`config.mk`:
```
export PLATFORM = sky130hd
export DESIGN_NAME = uio_bus_arbiter
export DESIGN_NICKNAME = d
export VERILOG_FILES = /design/src/rtl/uio_bus_arbiter.sv
export SDC_FILE = /design/constraint.sdc
export NUM_CORES = 1
export LEC_CHECK = 0
export BUFFER_PORTS_ARGS = -buffer_cell sky130_fd_sc_hd__buf_2
export CAP_MARGIN = 20
export CORE_MARGIN = 2
export CORE_UTILIZATION = 45
export DETAILED_ROUTE_END_ITERATION = 10
export GPL_TIMING_DRIVEN = 0
export HOLD_SLACK_MARGIN = 0.1
export PLACE_DENSITY_LB_ADDON = 0.3
export SYNTH_ARGS = -nofsm -noshare
export SYNTH_HDL_FRONTEND = slang
export SYNTH_SLANG_ARGS = --single-unit
export TNS_END_PERCENT = 20
```
`constraint.sdc`:
```
create_clock -name clk -period 3.13 [get_ports clk]
set_input_delay 0.4695 -clock clk [delete_from_list [all_inputs] [get_ports clk]]
set_output_delay 0.4695 -clock clk [all_outputs]
set_load 0.05 [all_outputs]
```
`src/rtl/uio_bus_arbiter.sv`:
```
// Round-robin arbiter that hands the shared uio pad bank to one requester at a time,
// inserting an all-oe-low turnaround gap between owners. Optional macro: UIO_ARB_TIMEOUT_EN.
module uio_bus_arbiter #(
  parameter int NUM_REQ  = 4,
  parameter int TURN_CYC = 2,
  parameter int MAX_HOLD = 8
) (
  input  logic                 clk,
  input  logic                 rst_n,
  input  logic                 ena,
  input  logic [NUM_REQ-1:0]   req,
  input  logic [NUM_REQ-1:0]   rel,
  input  logic [8*NUM_REQ-1:0] req_dout,
  input  logic [8*NUM_REQ-1:0] req_doe,
  output logic [NUM_REQ-1:0]   gnt,
  output logic [7:0]           uio_out,
  output logic [7:0]           uio_oe,
  output logic                 busy,
  output logic                 timeout
);

  localparam int IDX_W = (NUM_REQ > 1) ? $clog2(NUM_REQ) : 1;

  typedef enum logic [1:0] {IDLE, TURN, OWN} state_t;

  state_t             state, state_d;
  logic [IDX_W-1:0]   winner, winner_d, last_owner;
  logic [3:0]         turn_cnt;
  logic               req_own, rel_own, forced;
  logic [7:0]         own_dout, own_doe;
  logic [NUM_REQ-1:0] gnt_d;
  logic [7:0]         uio_out_d, uio_oe_d;
  logic               timeout_d;

  // First set request strictly after the previous owner, wrapping modulo NUM_REQ.
  function automatic logic [IDX_W-1:0] rr_pick(input logic [NUM_REQ-1:0] r,
                                               input logic [IDX_W-1:0]   last);
    logic [IDX_W-1:0] pick;
    logic             found;
    int               idx;
    pick  = last;
    found = 1'b0;
    for (int k = 1; k <= NUM_REQ; k++) begin
      idx = int'(last) + k;
      if (idx >= NUM_REQ) idx = idx - NUM_REQ;
      if (!found && r[IDX_W'(idx)]) begin
        pick  = IDX_W'(idx);
        found = 1'b1;
      end
    end
    return pick;
  endfunction

  assign req_own = req[winner];
  assign rel_own = rel[winner];

  always_comb begin
    own_dout = '0;
    own_doe  = '0;
    for (int i = 0; i < NUM_REQ; i++) begin
      if (winner == IDX_W'(i)) begin
        own_dout = req_dout[8*i +: 8];
        own_doe  = req_doe[8*i +: 8];
      end
    end
  end

`ifdef UIO_ARB_TIMEOUT_EN
  logic [7:0] hold_cnt;

  always_ff @(posedge clk or negedge rst_n) begin
    if (!rst_n)             hold_cnt <= '0;
    else if (state != OWN)  hold_cnt <= '0;
    else                    hold_cnt <= hold_cnt + 8'd1;
  end

  // hold_cnt is 0 in the first OWN cycle, so the limit fires at the end of OWN cycle MAX_HOLD.
  assign forced = (state == OWN) && (hold_cnt == 8'(MAX_HOLD - 1));

  always_ff @(posedge clk or negedge rst_n) begin
    if (!rst_n) timeout <= 1'b0;
    else        timeout <= timeout_d;
  end
`else
  logic unused_hold;
  assign unused_hold = ^8'(MAX_HOLD);
  assign forced      = 1'b0;
  assign timeout     = 1'b0;
`endif

  // NOTE: every sequential element uses non-blocking assignment so all flops update
  // together from pre-edge values; blocking here would create order-dependent races.
  always_ff @(posedge clk or negedge rst_n) begin
    if (!rst_n) begin
      state      <= IDLE;
      winner     <= '0;
      last_owner <= IDX_W'(NUM_REQ - 1);
      turn_cnt   <= '0;
      gnt        <= '0;
      uio_out    <= '0;
      uio_oe     <= '0;
    end else begin
      state   <= state_d;
      winner  <= winner_d;
      gnt     <= gnt_d;
      uio_out <= uio_out_d;
      uio_oe  <= uio_oe_d;
      if (state == IDLE)                        turn_cnt <= 4'(TURN_CYC - 1);
      else if (state == TURN && turn_cnt != '0) turn_cnt <= turn_cnt - 4'd1;
      if (state == OWN && state_d == IDLE)      last_owner <= winner;
    end
  end

  // NOTE: each combinational output gets a default before the case so no path
  // leaves it unassigned, which would otherwise infer a latch.
  always_comb begin
    state_d  = state;
    winner_d = winner;
    case (state)
      IDLE: if (ena && |req) begin
              state_d  = TURN;
              winner_d = rr_pick(req, last_owner);
            end
      TURN: if (!req_own)             state_d = IDLE;
            else if (turn_cnt == '0)  state_d = OWN;
      OWN:  if (rel_own || !req_own || forced) state_d = IDLE;
      default:                         state_d = IDLE;
    endcase
  end

  // Pins only carry owner data while staying in OWN; entry and exit cycles drive zero.
  always_comb begin
    gnt_d     = '0;
    uio_out_d = '0;
    uio_oe_d  = '0;
    timeout_d = 1'b0;
    if (state_d == OWN) gnt_d = NUM_REQ'(1) << winner_d;
    if (state == OWN && state_d == OWN) begin
      uio_out_d = own_dout;
      uio_oe_d  = own_doe;
    end
    if (forced && req_own && !rel_own) timeout_d = 1'b1;
  end

  assign busy = (state != IDLE);

endmodule

```
==> impl_metrics.csv <==
group,metric,value,unit
outcome,outcome,"completed",
synthesis,synth.top_cell.area_share,40.91,%
worst_setup_path,endpoint,"last_owner[0]$_DFFE_PN1P_",
clock_tree,cts_max_level,2,
synthesis,synth_area,1713,um^2
route,drtPass1Iterations,5,
worst_setup_path,r2r_end,"last_owner[0]$_DFFE_PN1P_",
timing,max_slew.worst_pin.slew,0.6323,ns
timing,rsz0062_at_grt,"no",
run,drv_cap,0,
final_layout,nets,305,
floorplan,start_util,46.79,%
route,drtIter0Drc,29,
synthesis,synth_area_per_cell,13.59,um^2
floorplan,io_pins,97,
floorplan,die_area,4316,um^2
final_layout,drive_gt1_share,59.21,%
global_route,gr-total-overflow,0,
floorplan,core,3661,um^2
timing,min_period_over_period,58.47,%
placement,dp_hpwl,3.122,mm
global_route,grt_pass1_wl,6.182,mm
worst_setup_path,path_max_fanout,10,
worst_setup_path,worstPathRequired,3.33,ns
route,wl,3.901,mm
global_route,grt_antenna_before_repair,0,
route,ant_nets,0,
worst_setup_path,r2r_slack,1.30,ns
synthesis,synthMostInstantiatedCell,"dfrtp_1",
synthesis,ys_async_sr_fraction,100.0,%
global_route,grt_usage,19.25,%
final_layout,layout-area-overhead-vs-synth,35.72,%
synthesis,syn-instance-count,126,
clock_tree,ctsRootBufferMaster,"clkbuf_8",
synthesis,synth_edf_count,0,
clock_tree,numClockSinks,30,
worst_setup_path,start_kind,"flop",
pwr,peakVddDrop,0.0003656,V
timing,fin_worst_skew,0.003037,ns
global_route,first_global_vias,1362,
clock_tree,clk_pin_slew_worst_paths,0.06,ns
placement,dp_slack,1.288,ns
synthesis,ys_seq_area_share,43.97,%
route,vias_per_cell,5.120,
clock_tree,post-cts-setup-buffer-count,0,
worst_setup_path,cpPeakStageDelay,0.64,ns
route,drc,0,
clock_tree,cts_resized,0,
worst_setup_path,end_kind,"flop",
worst_setup_path,arrival,2.03,ns
synthesis,synth_flop_cell,"dfrtp_1",
worst_setup_path,r2r-start,"winner[0]$_DFF_PN0_",
clock_tree,numCtsBuffers,5,
placement,gp_congestion,0.7997,
timing,hold_violations,0,
clock_tree,postCtsHoldBufs,0,
timing,slew_headroom,57.85,%
synthesis,ys_types,44,
pwr,power.leakage,0.001248,uW
worst_setup_path,r2r_cells,4,
floorplan,rows,22,
clock_tree,clock_latency,0.27,ns
timing,period_minus_slack,1.830,ns
route,wl_per_cell,14.13,um
global_route,grt_max_degree,31,
worst_setup_path,startpoint,"winner[0]$_DFF_PN0_",
route,vias,1413,
timing,clock.fmax,0.5464,GHz
timing,setup_viol,0,
worst_setup_path,crit_slowest_cell,"mux4_2",
synthesis,yosysWarnings,0,
worst_setup_path,path_class,"flop to flop",
synthesis,synth_area_leaders,"dfrtp_1, mux4_2, and3_1, dfstp_2, mux2i_1",
final_layout,diodes,0,
floorplan,die_h,65.70,um
timing,setup_ws,1.300,ns
floorplan,die_w,65.70,um
worst_setup_path,cp_cell_sequence,"buf_6 -> mux4_2 -> a21oi_4 -> mux2_1",
synthesis,syn_nets,203,
timing,tns,0,ns
clock_tree,tritoncts,"done",
timing,final-max-slew-violation-count,0,
min_path,hold_path.class,"input port to async pin",
pwr,p_per_area,650.5,nW/um^2
placement,port_buffers,95,
synthesis,synth_common_cells,"dfrtp_1, mux4_2, and3_1",
synthesis,synth_top_area_cell,"dfrtp_1",
clock_tree,clockBufferDepth,2,
synthesis,ys_ff_latch,30,
## state kept, by name (all words and copies together), names as in the netlist
name	flops
gnt	4
last_owner	2
state	2
turn_cnt	4
uio_oe	8
uio_out	8
winner	2
## area by class of cell
class                      count  area, um^2
tap                           48       60.06
sequential                    30       753.2
clock buffer                   7       76.32
multi-input combinational     85       904.6
inverter                       4       15.01
timing repair buffer          95       475.5
fill                         305        1336
buffer                         7       40.04
## metal layers
layer	global-route usage [%]	up-vias	wire (um)
li1	-	676	-
met1	24.00	659	1593
met2	31.44	68	1878
met3	5.822	10	354
met4	7.292	0	74
met5	0	-	0
## cell usage in the layout, fill, tap and decap left out, types with 2 or more instances in the layout
| cell | Yosys | layout |
|---|---|---|
| mux2_1 | 2 | 2 |
| dfstp_2 | 2 | 2 |
| and3_1 | 16 | 16 |
| mux2_2 | 2 | 2 |
| clkbuf_1 | 3 | 5 |
| clkbuf_8 | 0 | 5 |
| mux2i_1 | 3 | 3 |
| dfrtp_1 | 28 | 28 |
| ha_1 | 2 | 2 |
| mux4_2 | 17 | 17 |
| xor2_1 | 2 | 2 |
| nor2b_1 | 4 | 4 |
| buf_2 | 2 | 97 |
| nor2_1 | 5 | 5 |
| nand2_1 | 2 | 2 |
| nand3_1 | 2 | 2 |
| inv_1 | 4 | 4 |
| nor3b_1 | 2 | 2 |
| nand2b_1 | 2 | 2 |
## report_power, final
group | total (uW) | leakage (uW) | internal [uW] | switching (uW)
Sequential | 502 | 0.000401 | 450 | 52.1
Combinational | 734 | 0.000810 | 368 | 365
Clock | 277 | 0.0000383 | 152 | 124
## how the worst min path moves through the flow
stage / startpoint / to / slack (ns) / cells past startpoint
global route: rst_n / uio_out[2]$_DFF_PN0_ / 0.27 / 1
finish: rst_n / uio_out[4]$_DFF_PN0_ / 0.21 / 1
floorplan: rst_n / gnt[0]$_DFF_PN0_ / 0.17 / 0
global placement: turn_cnt[3]$_DFFE_PN0P_ / turn_cnt[3]$_DFFE_PN0P_ / 0.52 / 2
detailed placement: turn_cnt[3]$_DFFE_PN0P_ / turn_cnt[3]$_DFFE_PN0P_ / 0.52 / 2
CTS: rst_n / uio_out[2]$_DFF_PN0_ / 0.24 / 1
## kinds of logic after synthesis
family | Yosys count | share of synthesized area [%]
simple gates | 43 | 16.14
buf+inv | 11 | 3.214
other cells | 1 | 0.2189
fa+ha+maj | 2 | 1.461
xor+xnor | 3 | 1.534
flops | 30 | 43.97
compound gates | 12 | 6.721
mux | 24 | 26.73
## critical path: cells and delay by family (launching register included)
kind | cells | cell delay (ns)
muxes | 2 | 0.98
DFF | 1 | 0.39
buffers and inverters | 1 | 0.20
AOI/OAI and AO/OA | 1 | 0.18
## through the flow
stage / hold WS [ns] / util, % / instance area, um^2 / power (uW) / cells
4_1_cts: 0.2393 / 63.50 / 2325 / 1537 / 276
3_3_place_gp: 0.5200 / 61.41 / 2248 / 1244 / 269
2_1_floorplan: 0.1739 / - / 1713 / 1077 / 126
6_report: 0.2124 / 63.50 / 2325 / 1512 / 276
5_1_grt: 0.2687 / 63.50 / 2325 / 1627 / 276
3_5_place_dp: 0.5220 / 61.41 / 2248 / 1258 / 269
(Power assumes the default switching activity.)
